File: src/rtl/serial_add.sv
// serial_add: multi-cycle unsigned adder, DIGIT bits per clock, LSB first.
//
// Operands are captured on an accepted Start edge and shifted right through
// the digit adder. Each sum digit enters the top of a result shift register.
// After N = WIDTH/DIGIT digits, the completed word is copied to Sum/Cout and
// Done pulses for one cycle.
//
// Optional feature, macro SERIAL_ADD_SUB_EN: adds a Sub input (A - B, done as
// A + ~B + 1) and an Ovf output (two's-complement signed overflow).
//
// Parameter constraints: WIDTH >= 2, and DIGIT must divide WIDTH exactly.
module serial_add #(
  parameter int WIDTH = 8,
  parameter int DIGIT = 1
) (
  input  logic             Clk,
  input  logic             Reset_n,
  input  logic             Start,
  input  logic [WIDTH-1:0] A,
  input  logic [WIDTH-1:0] B,
  input  logic             Cin,
`ifdef SERIAL_ADD_SUB_EN
  input  logic             Sub,
  output logic             Ovf,
`endif
  output logic             Busy,
  output logic             Done,
  output logic [WIDTH-1:0] Sum,
  output logic             Cout
);

  // Number of digit steps per operation, and a counter wide enough for N-1.
  localparam int N  = WIDTH / DIGIT;
  localparam int CW = (N > 1) ? $clog2(N) : 1;

  localparam logic [1:0] S_IDLE = 2'd0;
  localparam logic [1:0] S_RUN  = 2'd1;
  localparam logic [1:0] S_DONE = 2'd2;

  logic [1:0]       state_q, state_d;
  logic [WIDTH-1:0] a_q, a_d;
  logic [WIDTH-1:0] b_q, b_d;
  logic [WIDTH-1:0] res_q, res_d;
  logic             carry_q, carry_d;
  logic [CW-1:0]    cnt_q, cnt_d;
  logic [WIDTH-1:0] sum_q, sum_d;
  logic             cout_q, cout_d;

  // Operand and carry values as they are latched on an accepted Start.
  logic [WIDTH-1:0] b_eff;
  logic             cin_eff;

  // Digit adder outputs.
  logic [DIGIT-1:0] digit_sum;
  logic             digit_cout;
  logic             chain_c;

`ifdef SERIAL_ADD_SUB_EN
  logic ovf_q, ovf_d;
  logic msb_cin;

  // Subtraction is A + ~B + 1. The forced carry replaces Cin.
  assign b_eff   = Sub ? ~B : B;
  assign cin_eff = Sub ? 1'b1 : Cin;
`else
  assign b_eff   = B;
  assign cin_eff = Cin;
`endif

  // Ripple the registered carry through the low DIGIT bits of the operands.
  always_comb begin
    // NOTE: blocking assignments here model the ripple chain bit by bit within
    // one evaluation. Every variable gets a default first, so no latch is inferred.
    digit_sum = '0;
    chain_c   = carry_q;
`ifdef SERIAL_ADD_SUB_EN
    msb_cin   = 1'b0;
`endif
    for (int i = 0; i < DIGIT; i++) begin
`ifdef SERIAL_ADD_SUB_EN
      // The carry into the top bit of the last digit is the carry into the word MSB.
      msb_cin = chain_c;
`endif
      digit_sum[i] = a_q[i] ^ b_q[i] ^ chain_c;
      chain_c      = (a_q[i] & b_q[i]) | (chain_c & (a_q[i] ^ b_q[i]));
    end
    digit_cout = chain_c;
  end

  // Next-state logic: capture on Start, step one digit per RUN cycle, publish on exit.
  always_comb begin
    state_d = state_q;
    a_d     = a_q;
    b_d     = b_q;
    res_d   = res_q;
    carry_d = carry_q;
    cnt_d   = cnt_q;
    sum_d   = sum_q;
    cout_d  = cout_q;
`ifdef SERIAL_ADD_SUB_EN
    ovf_d   = ovf_q;
`endif

    case (state_q)
      S_IDLE, S_DONE: begin
        // DONE accepts Start, so back-to-back operations have no idle bubble.
        if (Start) begin
          state_d = S_RUN;
          a_d     = A;
          b_d     = b_eff;
          carry_d = cin_eff;
          cnt_d   = CW'(N - 1);
        end else begin
          state_d = S_IDLE;
        end
      end

      S_RUN: begin
        a_d     = a_q >> DIGIT;
        b_d     = b_q >> DIGIT;
        // The new digit enters the top of the result. After N steps, the first
        // digit has reached bit 0.
        res_d   = WIDTH'({digit_sum, res_q} >> DIGIT);
        carry_d = digit_cout;
        if (cnt_q == '0) begin
          state_d = S_DONE;
          sum_d   = res_d;
          cout_d  = digit_cout;
`ifdef SERIAL_ADD_SUB_EN
          ovf_d   = msb_cin ^ digit_cout;
`endif
        end else begin
          cnt_d = cnt_q - CW'(1);
        end
      end

      default: state_d = S_IDLE;
    endcase
  end

  // State and datapath registers.
  always_ff @(posedge Clk or negedge Reset_n) begin
    // NOTE: every register is cleared by reset, including the shift registers.
    // An abandoned operation must leave no visible residue.
    if (!Reset_n) begin
      state_q <= S_IDLE;
      a_q     <= '0;
      b_q     <= '0;
      res_q   <= '0;
      carry_q <= 1'b0;
      cnt_q   <= '0;
      sum_q   <= '0;
      cout_q  <= 1'b0;
`ifdef SERIAL_ADD_SUB_EN
      ovf_q   <= 1'b0;
`endif
    end else begin
      state_q <= state_d;
      a_q     <= a_d;
      b_q     <= b_d;
      res_q   <= res_d;
      carry_q <= carry_d;
      cnt_q   <= cnt_d;
      sum_q   <= sum_d;
      cout_q  <= cout_d;
`ifdef SERIAL_ADD_SUB_EN
      ovf_q   <= ovf_d;
`endif
    end
  end

  assign Busy = (state_q == S_RUN);
  assign Done = (state_q == S_DONE);
  assign Sum  = sum_q;
  assign Cout = cout_q;
`ifdef SERIAL_ADD_SUB_EN
  assign Ovf  = ovf_q;
`endif

endmodule
File: config.mk
export PLATFORM = sky130hd
export DESIGN_NAME = serial_add
export DESIGN_NICKNAME = d
export VERILOG_FILES = /design/src/rtl/serial_add.sv
export SDC_FILE = /design/constraint.sdc
export NUM_CORES = 1
export LEC_CHECK = 0
export ABC_AREA = 1
export BUFFER_PORTS_ARGS = -buffer_cell sky130_fd_sc_hd__buf_2
export CORE_AREA = 10 10 79 81
export DETAILED_ROUTE_END_ITERATION = 8
export DIE_AREA = 0 0 89 91
export PLACE_DENSITY = 0.65
export RECOVER_POWER = 100
export SYNTH_ARGS = -nofsm -noshare
export SYNTH_HDL_FRONTEND = slang
export SYNTH_SLANG_ARGS = --single-unit
File: constraint.sdc
create_clock -name Clk -period 3.5 [get_ports Clk]
set_input_delay 0.7 -clock Clk [delete_from_list [all_inputs] [get_ports Clk]]
set_output_delay 0.7 -clock Clk [all_outputs]
set_load 0.02 [all_outputs]
* Yosys cells after proc, flatten, opt, wreduce, memory -nomap -nowiden
Index checks and enable logic that the tools add are counted.
** Word-level totals
- Memory bits (writable) :: 0
- ROM bits :: 0
- Memories :: 0
- Register bits :: 39
- Logic and storage cells :: 38
- Bits of input ports :: 20
- Latch bits :: 0
- Output and inout bits :: 11
** Cells by class
- $mul :: 0
- Magnitude comparators :: 0
- Muxes and demuxes :: 12
- Divide/modulo/power cells :: 0
- Bitwise operators :: 5
- Add/sub/neg operators :: 1
- Shift-type cells :: 0
- Equal/unequal tests :: 5
- Reductions and logical operators :: 7
** Operators with widths (count)
- 8-bit one-hot mux with 2 select lines :: 2
- 8-bit two-way mux :: 2
- 3-bit two-way mux :: 2
- 3-bit one-hot mux with 2 select lines :: 1
- 2-bit inequality test, second input constant :: 2
- 2-bit one-hot mux with 2 select lines :: 1
- 2-bit AND reduction :: 2
- 3-bit logical NOT :: 1
- 3-bit AND reduction :: 1
- 3-bit by 1-bit subtractor with 3-bit output, second input constant :: 1
- 1-bit AND :: 2
- 2-bit by 1-bit == test with 1-bit output, second input constant :: 1
- 2-bit == test, second input constant :: 1
- 2-bit logical NOT :: 1
- 1-bit two-way mux :: 2
- 2-bit two-way mux :: 1
- 2-bit by 1-bit inequality test with 1-bit output, second input constant :: 1
- 1-bit one-hot mux with 2 select lines :: 1
- 2-bit nonzero test :: 1
- 2-bit OR reduction :: 1
- 1-bit XOR :: 2
- 1-bit bitwise OR :: 1

* Longest topological paths before layout
- Depth in word-level cells :: 4
- Depth in mapped cells :: 8
- Depth with buffers taken out :: 8

* Least setup slack after synthesis
No wires, ideal clock.
- Kind :: register -> output
- Start :: register state_q[0]
- End :: output Busy
- Path slack :: 1980 ps
- Cell stages (with the launch flop) :: 5
- Required time :: 2800 ps
- Path buffers :: 2
- Arrival time :: 820 ps
- Cells stage by stage :: dfrtp_1 > inv_2 > nor2_4 > buf_4 > buf_6
** Between the ends
- Longest elaborated chain between the ends :: 1
** RTL lines
- start: declaration :: line 40 : logic [1:0] state_q, state_d;
- start signal: assignment :: line 158 : state_q <= state_d;
- 2-bit by 1-bit == test with 1-bit output :: line 172 : assign Busy = (state_q == S_RUN);
- end: declaration :: line 26 : output logic Busy,
Every way passes these cells.

* Worst setup path in the final report
- Start :: register state_q[1]
- End :: register carry_q
** Between the ends
- Longest elaborated chain between the ends :: 4
- Elaborated cells on any way between the ends :: 8
- Those cells by class :: eq/ne (3); mux (1); reduce/logical (4)
** RTL lines
- 2-bit == test / 2-bit logical NOT (equally long branches) :: line 104 : case (state_q)
- 2-bit OR reduction :: line 104
- 2-bit inequality test (no line) / 2-bit nonzero test (equally long branches)
- 2-bit AND reduction (no line)
- end signal: assignment :: line 162 : carry_q <= carry_d;
- end: declaration :: line 44 : logic carry_q, carry_d;
Parallel ways exist; a longest one is shown, timed or not.
A chain may end at the register's enable or synchronous reset.

==> impl_metrics.ini <==
[synth]
syn_inst = 230
synth_nets = 253
ys.warnings.count = 0
ys_seq_elements = 38
syn_area_um2 = 1810
synth_flop_cell = dfrtp_1
synth_edf_count = 0
synth-async-reset-ratio_pct = 100
synth.avg_cell_area_um2 = 7.85
yosysUniqueCellTypes = 16
yosysSeqAreaShare_pct = 52.7

[die]
dieArea_um2 = 8100
die_width_um = 89
io_pins = 31
die_h_um = 91
rows = 25
core_um2 = 4660
start_util_pct = 38.7

[clock_network]
cts_sinks = 38
hold_buffers = 0
cts_buffer_depth = 2
path_clk_slew_ps = 70
post_cts_buffers = 0
cts_tree = yes
cts_made_buffers = 5
cts_resized = 0
cts.htree.levels = 2
clk_root_buffer_cell = clkbuf_8
clock_latency_ps = 290

[sta]
worst_pin_slew_ps = 2000
rsz0062_at_grt = false
worst_slew_margin_rel_pct = -33.2
clock_skew_ps = 6.84
fin_setup_tns_ps = 0
finalCriticalPeriod_ps = 2380
fin_crit_sh_pct = 67.9
setup_violations = 0
finalMaxSlewViolations = 39
hold_violations = 0
fmax_mhz = 421

[placement]
dp_hpwl_um = 2490
io_buffers = 30
routabilityCongestion = 0.782

[cells_and_area]
fillers = 487
final_cell_mix = nand2_1, inv_1, dfrtp_1, nand3_1, buf_2
syn_to_final_growth_pct = 12.1
diodes = 0
layout_commonest_cell = nand2_1
drive_gt1_share_pct = 10.8
nets = 282

[worst_setup_path]
cp.arrival_ps = 2600
cp-start-kind = flop
r2r-end = carry_q$_DFFE_PN0P_
cp_max_fo = 30
timing.rr.start = state_q[1]$_DFFE_PN0P_
path_class = flop to flop
ff2ff_setup_slack_ps = 1120
required_ps = 3730
crit_path_end_kind = flop
r2r_cells = 6

[power]
p_leak_nw = 1.16
p_per_area_nw_per_um2 = 939
p_total_mw = 1.90
max-vdd-ir-drop_mv = 0.289

[run_status]
status = complete, but fails checks
failed_checks = capacitance limit, slew limit

[global_routing]
antenna_found_initial = 0
grt_overflow_total = 0
grt_max_degree = 39
grt_pass1_wl_um = 6400
grt_util_all_layers_pct = 9.87
grt_pass1_vias = 1441

[drt]
vias = 1376
routedWlPerCell_um = 11.2
wl_um = 3510
firstDrtPassIters = 4
drc = 0
vias_per_cell = 4.38
ant_nets = 0
drt_iter0_markers = 52

[min_path]
worst_hold_path_type = flop to flop
min_to = Sum[0]$_DFFE_PN0P_
hold_path_depth = 2
min_from = Sum[0]$_DFFE_PN0P_

[job]
maxCapViolCount = 1
Yosys cell counts (2+ instances only):
| library cell | count | area, µm² |
|---|---|---|
| nand2_1 | 91 | 342 |
| inv_2 | 2 | 7.51 |
| buf_6 | 2 | 22.5 |
| buf_4 | 3 | 22.5 |
| dfrtp_1 | 38 | 951 |
| ha_1 | 2 | 25.0 |
| nand2_2 | 4 | 25.0 |
| o21ai_1 | 8 | 40.0 |
| o21ai_0 | 9 | 45.0 |
| buf_2 | 3 | 15.0 |
| nor2_1 | 2 | 7.51 |
| nand3_1 | 19 | 95.1 |
| inv_1 | 44 | 165 |
state kept, by name, summed over array words and instances, names as in the netlist:
register,cells
b_q,8
Cout,1
carry_q,1
a_q,8
cnt_q,3
Sum,8
state_q,2
res_q,7
report_power, final:
part           switching, mW  total (mW)  leakage, nW  internal (mW)
Sequential             0.107       0.757        0.473          0.650
Clock                  0.146       0.305       0.0482          0.159
Combinational          0.576       0.840        0.641          0.264
cells by family after synthesis:
family / after synthesis / synth area share (%)
adders and majority gates: 3 / 2.49
and+or+nand+nor: 118 / 27.2
buffers and inverters: 54 / 12.9
AOI/OAI and AO/OA: 17 / 4.71
DFF: 38 / 52.7
worst max-delay path, cell delays in order (launching register included):
cell and delay (ps):
dfrtp_1 380, inv_1 70, nand2_1 640, nand2_1 620, inv_2 420, nand2_1 100, nand2_1 70
final cells by class:
cell class                      instances  area, µm²  share of cell area [%]
Clock buffer                            7       86.3                    4.26
Timing Repair Buffer                   30        135                    6.67
Tap cell                               54       67.6                    3.34
Clock inverter                          1       5.00                   0.247
Sequential cell                        38        951                    47.0
Multi-Input combinational cell        138        607                    30.0
Inverter                               46        173                    8.53
worst max path at each step:
stage	startpoint	end	slack, ps	cells past startpoint
2_1_floorplan	state_q[0]$_DFFE_PN0P_	Busy	1980	4
3_3_place_gp	state_q[0]$_DFFE_PN0P_	Busy	1720	3
3_5_place_dp	state_q[0]$_DFFE_PN0P_	Busy	1710	3
4_1_cts	state_q[0]$_DFFE_PN0P_	Busy	1370	3
5_1_grt	state_q[1]$_DFFE_PN0P_	carry_q$_DFFE_PN0P_	810	6
6_report	state_q[1]$_DFFE_PN0P_	carry_q$_DFFE_PN0P_	1120	6
through the flow:
step | worst slack, ps | utilization, % | hold WS [ps] | area (µm²) | instances
2_1_floorplan | 1980 | - | 404 | 1810 | 230
3_3_place_gp | 1720 | 42.1 | 459 | 1960 | 306
3_5_place_dp | 1710 | 42.1 | 461 | 1960 | 306
4_1_cts | 1370 | 44.1 | 481 | 2050 | 314
5_1_grt | 813 | 43.4 | 509 | 2020 | 314
6_report | 1120 | 43.4 | 475 | 2020 | 314
routing by layer:
metal / part of all wire (%) / vias up / global-route usage [%]
met5: 0 / - / 0
met3: 3.5 / 6 / 2.95
met1: 46 / 618 / 10.9
li1: - / 736 / -
met4: 2.5 / 0 / 4.77
met2: 48 / 16 / 16.7
No activity file was read; power rests on OpenSTA's default activity.
